`config.mk`:
```
export PLATFORM = sky130hd
export DESIGN_NAME = cache_mem_bridge
export DESIGN_NICKNAME = d
export VERILOG_FILES = /design/src/rtl/cache_mem_bridge.sv
export SDC_FILE = /design/constraint.sdc
export NUM_CORES = 2
export LEC_CHECK = 0
export CAP_MARGIN = 10
export CORE_AREA = 2 2 462 464
export CTS_CLUSTER_DIAMETER = 40
export CTS_CLUSTER_SIZE = 28
export DETAILED_ROUTE_END_ITERATION = 7
export DIE_AREA = 0 0 464 466
export PLACE_DENSITY = 0.49
export SYNTH_ARGS = -nofsm -noshare
export SYNTH_HDL_FRONTEND = slang
export SYNTH_SLANG_ARGS = --single-unit
export TNS_END_PERCENT = 100
```
`constraint.sdc`:
```
create_clock -name clk -period 8.1 [get_ports clk]
set_clock_uncertainty 0.05 [all_clocks]
set_input_delay 1.215 -clock clk [delete_from_list [all_inputs] [get_ports clk]]
set_output_delay 1.215 -clock clk [all_outputs]
set_load 0.02 [all_outputs]
```
`src/rtl/cache_mem_bridge.sv`:
```
// Line-transfer engine between the cache data array and a 32-bit main-memory port.
// Serialises an optional 16-beat writeback followed by a 16-beat refill of one block.
module cache_mem_bridge #(
  parameter int unsigned PA_WIDTH   = 32,
  parameter int unsigned MEM_WIDTH  = 32,
  parameter int unsigned BLOCK_SIZE = 512,
  parameter int unsigned BO_WIDTH   = 4,
  parameter int unsigned WO_WIDTH   = 2
) (
  input  logic                  clk,
  input  logic                  rst_n,
  input  logic                  req_valid,
  output logic                  req_ready,
  input  logic                  req_wb,
  input  logic [PA_WIDTH-1:0]   req_rd_addr,
  input  logic [PA_WIDTH-1:0]   req_wr_addr,
  input  logic [BLOCK_SIZE-1:0] wb_data,
  output logic [BLOCK_SIZE-1:0] fill_data,
  output logic                  fill_valid,
  output logic                  busy,
  output logic                  mem_req,
  output logic                  mem_we,
  output logic [PA_WIDTH-1:0]   mem_addr,
  output logic [MEM_WIDTH-1:0]  mem_wdata,
  input  logic                  mem_gnt,
  input  logic                  mem_rvalid,
  input  logic [MEM_WIDTH-1:0]  mem_rdata
);

  localparam int unsigned OffW      = BO_WIDTH + WO_WIDTH;
  localparam int unsigned BaseW     = PA_WIDTH - OffW;
  localparam int unsigned WordShift = $clog2(MEM_WIDTH);
  localparam logic [BO_WIDTH-1:0] LastBeat = '1;

  typedef enum logic [2:0] {StIdle, StWbReq, StRdReq, StRdWait, StDone} state_e;

  state_e                   state_q, state_d;
  logic [BO_WIDTH-1:0]      cnt_q, cnt_d;
  logic [BaseW-1:0]         rd_base_q, wr_base_q;
  logic [BLOCK_SIZE-1:0]    wb_buf_q, fill_data_q;
  logic [BO_WIDTH+WordShift-1:0] word_lsb;
  logic                     accept;
  logic                     fill_we;

  // Block offset bits of the request addresses are deliberately dropped.
  logic unused_addr;
  assign unused_addr = ^{req_rd_addr[OffW-1:0], req_wr_addr[OffW-1:0]};

  assign word_lsb  = {cnt_q, {WordShift{1'b0}}};
  assign req_ready = rst_n && (state_q == StIdle);
  assign busy      = (state_q != StIdle);
  assign fill_data = fill_data_q;

  always_comb begin
    state_d    = state_q;
    cnt_d      = cnt_q;
    accept     = 1'b0;
    fill_we    = 1'b0;
    fill_valid = 1'b0;
    mem_req    = 1'b0;
    mem_we     = 1'b0;
    mem_addr   = '0;
    mem_wdata  = '0;
    unique case (state_q)
      StIdle: begin
        if (req_valid && req_ready) begin
          accept  = 1'b1;
          cnt_d   = '0;
          state_d = req_wb ? StWbReq : StRdReq;
        end
      end
      StWbReq: begin
        mem_req   = 1'b1;
        mem_we    = 1'b1;
        mem_addr  = {wr_base_q, cnt_q, {WO_WIDTH{1'b0}}};
        mem_wdata = wb_buf_q[word_lsb +: MEM_WIDTH];
        if (mem_gnt) begin
          if (cnt_q == LastBeat) begin
            cnt_d   = '0;
            state_d = StRdReq;
          end else begin
            cnt_d = cnt_q + 1'b1;
          end
        end
      end
      StRdReq: begin
        mem_req  = 1'b1;
        mem_addr = {rd_base_q, cnt_q, {WO_WIDTH{1'b0}}};
        if (mem_gnt) state_d = StRdWait;
      end
      StRdWait: begin
        // Address kept on the bus while the single outstanding read returns.
        mem_addr = {rd_base_q, cnt_q, {WO_WIDTH{1'b0}}};
        if (mem_rvalid) begin
          fill_we = 1'b1;
          if (cnt_q == LastBeat) begin
            state_d = StDone;
          end else begin
            cnt_d   = cnt_q + 1'b1;
            state_d = StRdReq;
          end
        end
      end
      StDone: begin
        fill_valid = 1'b1;
        state_d    = StIdle;
      end
      default: state_d = StIdle;
    endcase
  end

  always_ff @(posedge clk or negedge rst_n) begin
    if (!rst_n) begin
      state_q     <= StIdle;
      cnt_q       <= '0;
      rd_base_q   <= '0;
      wr_base_q   <= '0;
      wb_buf_q    <= '0;
      fill_data_q <= '0;
    end else begin
      state_q <= state_d;
      cnt_q   <= cnt_d;
      if (accept) begin
        rd_base_q <= req_rd_addr[PA_WIDTH-1:OffW];
        wr_base_q <= req_wr_addr[PA_WIDTH-1:OffW];
        wb_buf_q  <= wb_data;
      end
      if (fill_we) fill_data_q[word_lsb +: MEM_WIDTH] <= mem_rdata;
    end
  end

endmodule

```
# After elaboration in Yosys (flattened, before gate mapping)
# Index checks and enable logic that the tools add are counted.
classes:
  n_addsub: 2
  reduce_logical: 9
  shift: 3
  eq_ne: 11
  muxes: 24
op_table:
  columns: ["cell", "count"]
  rows:
  - ["$bwmux W512", 1]
  - ["$shift A32 B11 Y512 const A", 1]
  - ["$shiftx A32 B11 Y512", 1]
  - ["$shiftx A512 B10 Y32", 1]
  - ["$pmux W32 S2", 1]
  - ["$mux W32", 1]
  - ["$mux W4", 5]
  - ["$mux W3", 6]
  - ["$pmux W3 S4", 1]
  - ["$pmux W4 S3", 1]
  - ["$neg A9 Y11", 1]
  - ["$ne A2 B2 Y1 const B", 5]
  - ["$reduce_and A5 Y1", 2]
  - ["$mux W1", 7]
  - ["$eq A3 B2 Y1 const B", 2]
  - ["$reduce_bool A3 Y1", 2]
  - ["$add A4 B1 Y4 const B", 1]
  - ["$eq A4 B4 Y1 const B", 1]
  - ["$reduce_or A2 Y1", 2]
  - ["$eq A3 B1 Y1 const B", 1]
  - ["$eq A3 B3 Y1 const B", 1]
  - ["$logic_not A3 Y1", 1]
  - ["$logic_and A1 B1 Y1", 2]
  - ["$mux W2", 1]
  - ["$ne A2 B1 Y1 const B", 1]
word_totals:
  wordCells: 55
  reg_bits: 1083
  in_bits: 614
  output_inout_bits: 581

# Logic depth before layout (Yosys ltp)
logic_depth:
  depth_word: 5
  ltp_mapped: 11
  mapped_depth_nobuf: 6

# Least setup slack after synthesis
# No wires, ideal clock.
synth_timing:
  path_type: "flip-flop to output port"
  from: "register cnt_q[0]"
  to: "output mem_wdata[14]"
  stages_incl_launch_ff: 7
  n_path_buf: 4
  t_arrival_ps: 2065
  required_time_ps: 6835
  path_slack_ps: 4770
  path_cell_list: "dfrtp_1 buf_2 buf_2 buf_2 buf_2 nand2_1 a311oi_1"
synth_via:
  elab_chain_cells: 2
synth_lines:
  columns: ["element", "line", "source"]
  rows:
  - ["start: declaration", "38", "logic [BO_WIDTH-1:0] cnt_q, cnt_d;"]
  - ["start signal: assignment", "122", "cnt_q <= cnt_d;"]
  - ["$shiftx A512 B10 Y32", "76", "mem_wdata = wb_buf_q[word_lsb +: MEM_WIDTH];"]
  - ["$mux W32", "64", "unique case (state_q)"]
  - ["end: declaration", "24", "output logic [MEM_WIDTH-1:0] mem_wdata,"]
# No other way between the ends.

# Worst setup path in the final report
layout_timing:
  from: "register cnt_q[3]"
  to: "output mem_wdata[8]"
# The elaborated chain is that of the path after synthesis.

==> results.toml <==
[cells_and_area]
finalNetCount = 4844
final_core_util_pct = 32.48
final_common_cell = "clkdlybuf4s50_1"
num-fill-cells = 20860
drive_gt1_share_pct = 34.91
final_cell_mix = "1,179 x clkdlybuf4s50_1, 1,079 x dfrtp_1, 902 x mux2_2, 209 x clkbuf_16, 128 x mux4_2"
stdcell_count = 7274
stdcell_area_um2 = 68610
syn2layout_area_growth_pct = 49.57

[drt]
drtIter0Drc = 1577
drt_pass1_iterations = 4
via_per_inst = 4.258
ant_nets = 0
wl_per_cell_um = 26.02
post-route-drc-count = 0
vias = 30970
routed_wl_mm = 189.3

[logic_synthesis]
ys_types = 50
synth_edf_count = 0
seq_area_frac_synth_pct = 59.08
synthArstFlopShare_pct = 100.0
ys_warn_count = 0
synth_area_um2 = 45870
synth-seq-cells = 1083
synth_flop_cell = "dfrtp_1"
synthCells = 2987
syn_area_per_cell_um2 = 15.36

[global_routing]
grtUsageMet3_pct = 7.856
grtUsageMet2_pct = 28.85
grt_pass1_vias = 32710
grt_overflow_total = 0
grt_pass1_wl_mm = 260.4
grt_max_degree = 147
grt-busiest-layer = "met2"
track_usage_pct = 17.11
antenna_found_initial = 116
use_met1_pct = 18.36

[critical_path]
worstSetupEndpointType = "output pin"
worstPathMaxFanout = 32
critical_path_class = "flip-flop to output pin"
arrival_ns = 4.59
cp.required_ns = 6.84
start_kind = "flip-flop"

[timing]
finalSetupTns_ns = 0
slew_headroom_pct = 22.81
fmax_mhz = 170.9
rsz0062_at_grt = "false"
fin_hold_ws_ns = 0.2228
finalHoldViolCount = 0
max_slew.worst_pin.slew_ns = 1.126
setup-violations-final = 0
min_period_over_period_pct = 72.23
worst_slack_ns = 2.250
slew_viol_final = 0
fin_crit_ns = 5.850

[clock_network]
post_cts_buffers = 0
cts_sinks = 1083
clkLatencyLatePin_ns = 0.85
post_cts_resized = 0
hold_buffers = 0
cts_made_buffers = 208
cts_tree = "done"
cts-root-buf = "clkbuf_16"
clk_pin_slew_ns = 0.05
clk_path_buf_depth = 3
htreeDepth = 4

[pwr]
leakage_nw = 29.38
pwr-share-clk_pct = 33.6
p_sw_share_pct = 33.42
p_total_mw = 27.48
power.internal_mw = 18.30
power_density_nw_per_um2 = 400.5
irDropWorstVdd_v = 0.0002422
switching_power_mw = 9.182
seqPwrFrac_pct = 32.6
pwr-share-comb_pct = 33.8

[floorplanning]
boundaryPins = 1195
die_area_um2 = 216200
initial_utilization_pct = 21.71
die_w_um = 464
rows = 169
die_height_um = 466
design.core.area_um2 = 211200

[hold_path]
hp-class = "input port to async pin"

[place]
placed_cells = 6837
place_area_um2 = 60900
io_buffers = 1180
place_congestion = 0.7901
dp_slack_ns = 2.921
hpwl_mm = 141.2

[flow_run]
maxCapViolations = 0

[outcome]
status = "finished clean"
==> sequential cells by signal, indices dropped and copies added, names as in the netlist <==
register and count:
wb_buf_q 512, cnt_q 4, rd_base_q 26, fill_data 512
state_q 3, wr_base_q 26
==> power by group through the flow <==
stage | clock network, mW | logic, mW | registers (mW)
final | 9.23 | 9.30 | 8.95
after global routing | 9.71 | 9.89 | 9.24
after CTS | 9.45 | 9.58 | 8.98
after detailed placement | 0 | 9.55 | 9.06
after global placement | 0 | 9.47 | 8.99
after floorplan | 0 | 4.39 | 9.41
==> final timing paths <==
kind                                     start              to  slack [ns]  cells after the start
worst max-delay path                  cnt_q[3]    mem_wdata[8]        2.25                      5
worst min-delay path                     rst_n   wb_buf_q[488]        0.22                      1
worst max register to register        cnt_q[0]  fill_data[434]        3.57                      9
worst min register to register  fill_data[316]  fill_data[316]        0.43                      2
max in group asynchronous                rst_n  fill_data[374]        4.72                      4
min in group clk                fill_data[316]  fill_data[316]        0.43                      2
==> cells by family after synthesis <==
group	Yosys count	synth area share [%]
AO/OA/AOI/OAI	119	1.740
XOR/XNOR	2	0.03819
adder cells (fa/ha/maj)	4	0.1091
buffers and inverters	270	2.818
flip-flops	1083	59.08
multiplexers	1227	33.25
other	1	0.008175
AND/OR/NAND/NOR	281	2.954
==> cells in the mapped netlist (3+ instances only) <==
cell type	count	area (um^2)
nor2_1	50	187.7
buf_6	6	67.56
buf_2	102	510.5
nand2_1	119	446.7
a311oi_1	4	35.03
mux2i_1	95	950.9
nor2b_1	12	75.07
dfrtp_1	1083	27100
o22ai_1	31	193.9
clkbuf_2	4	20.02
and2_1	35	219.0
ha_1	4	50.05
and3_1	33	206.5
buf_4	27	202.7
o21ai_0	43	215.2
a21oi_1	3	15.01
buf_1	8	30.03
mux2_4	30	450.4
inv_1	41	153.9
nand2b_1	4	25.02
mux4_2	128	2883
mux2_2	902	10160
a22o_1	26	227.7
a211oi_1	4	30.03
clkbuf_1	80	300.3
mux2_1	72	810.8
nand3_1	10	50.05
==> layout make-up <==
| cell class | instances | area, um^2 | share of cell area (%) |
|---|---|---|---|
| repair buffers | 1255 | 12500 | 18.22 |
| flip-flops and latches | 1083 | 27110 | 39.52 |
| clock inverters | 145 | 2031 | 2.960 |
| inverters | 43 | 163.9 | 0.2389 |
| diodes | 42 | 105.1 | 0.1532 |
| well taps | 2821 | 3530 | 5.145 |
| multi-input cells | 1635 | 17590 | 25.64 |
| clock buffers | 250 | 5574 | 8.125 |
==> worst max-delay path, stage by stage, from the launching register on <==
cell and delay (ns):
dfrtp_2 0.70, inv_4 0.64, buf_4 0.71, mux2i_1 0.85, o22ai_1 0.19, clkdlybuf4s50_1 0.60
==> metal layers <==
metal,vias to the layer above,routed length [um]
met3,425,18260
met2,1178,92880
met4,128,7887
met5,-,790
met1,15820,69480
li1,13420,-
(Power assumes the default switching activity.)
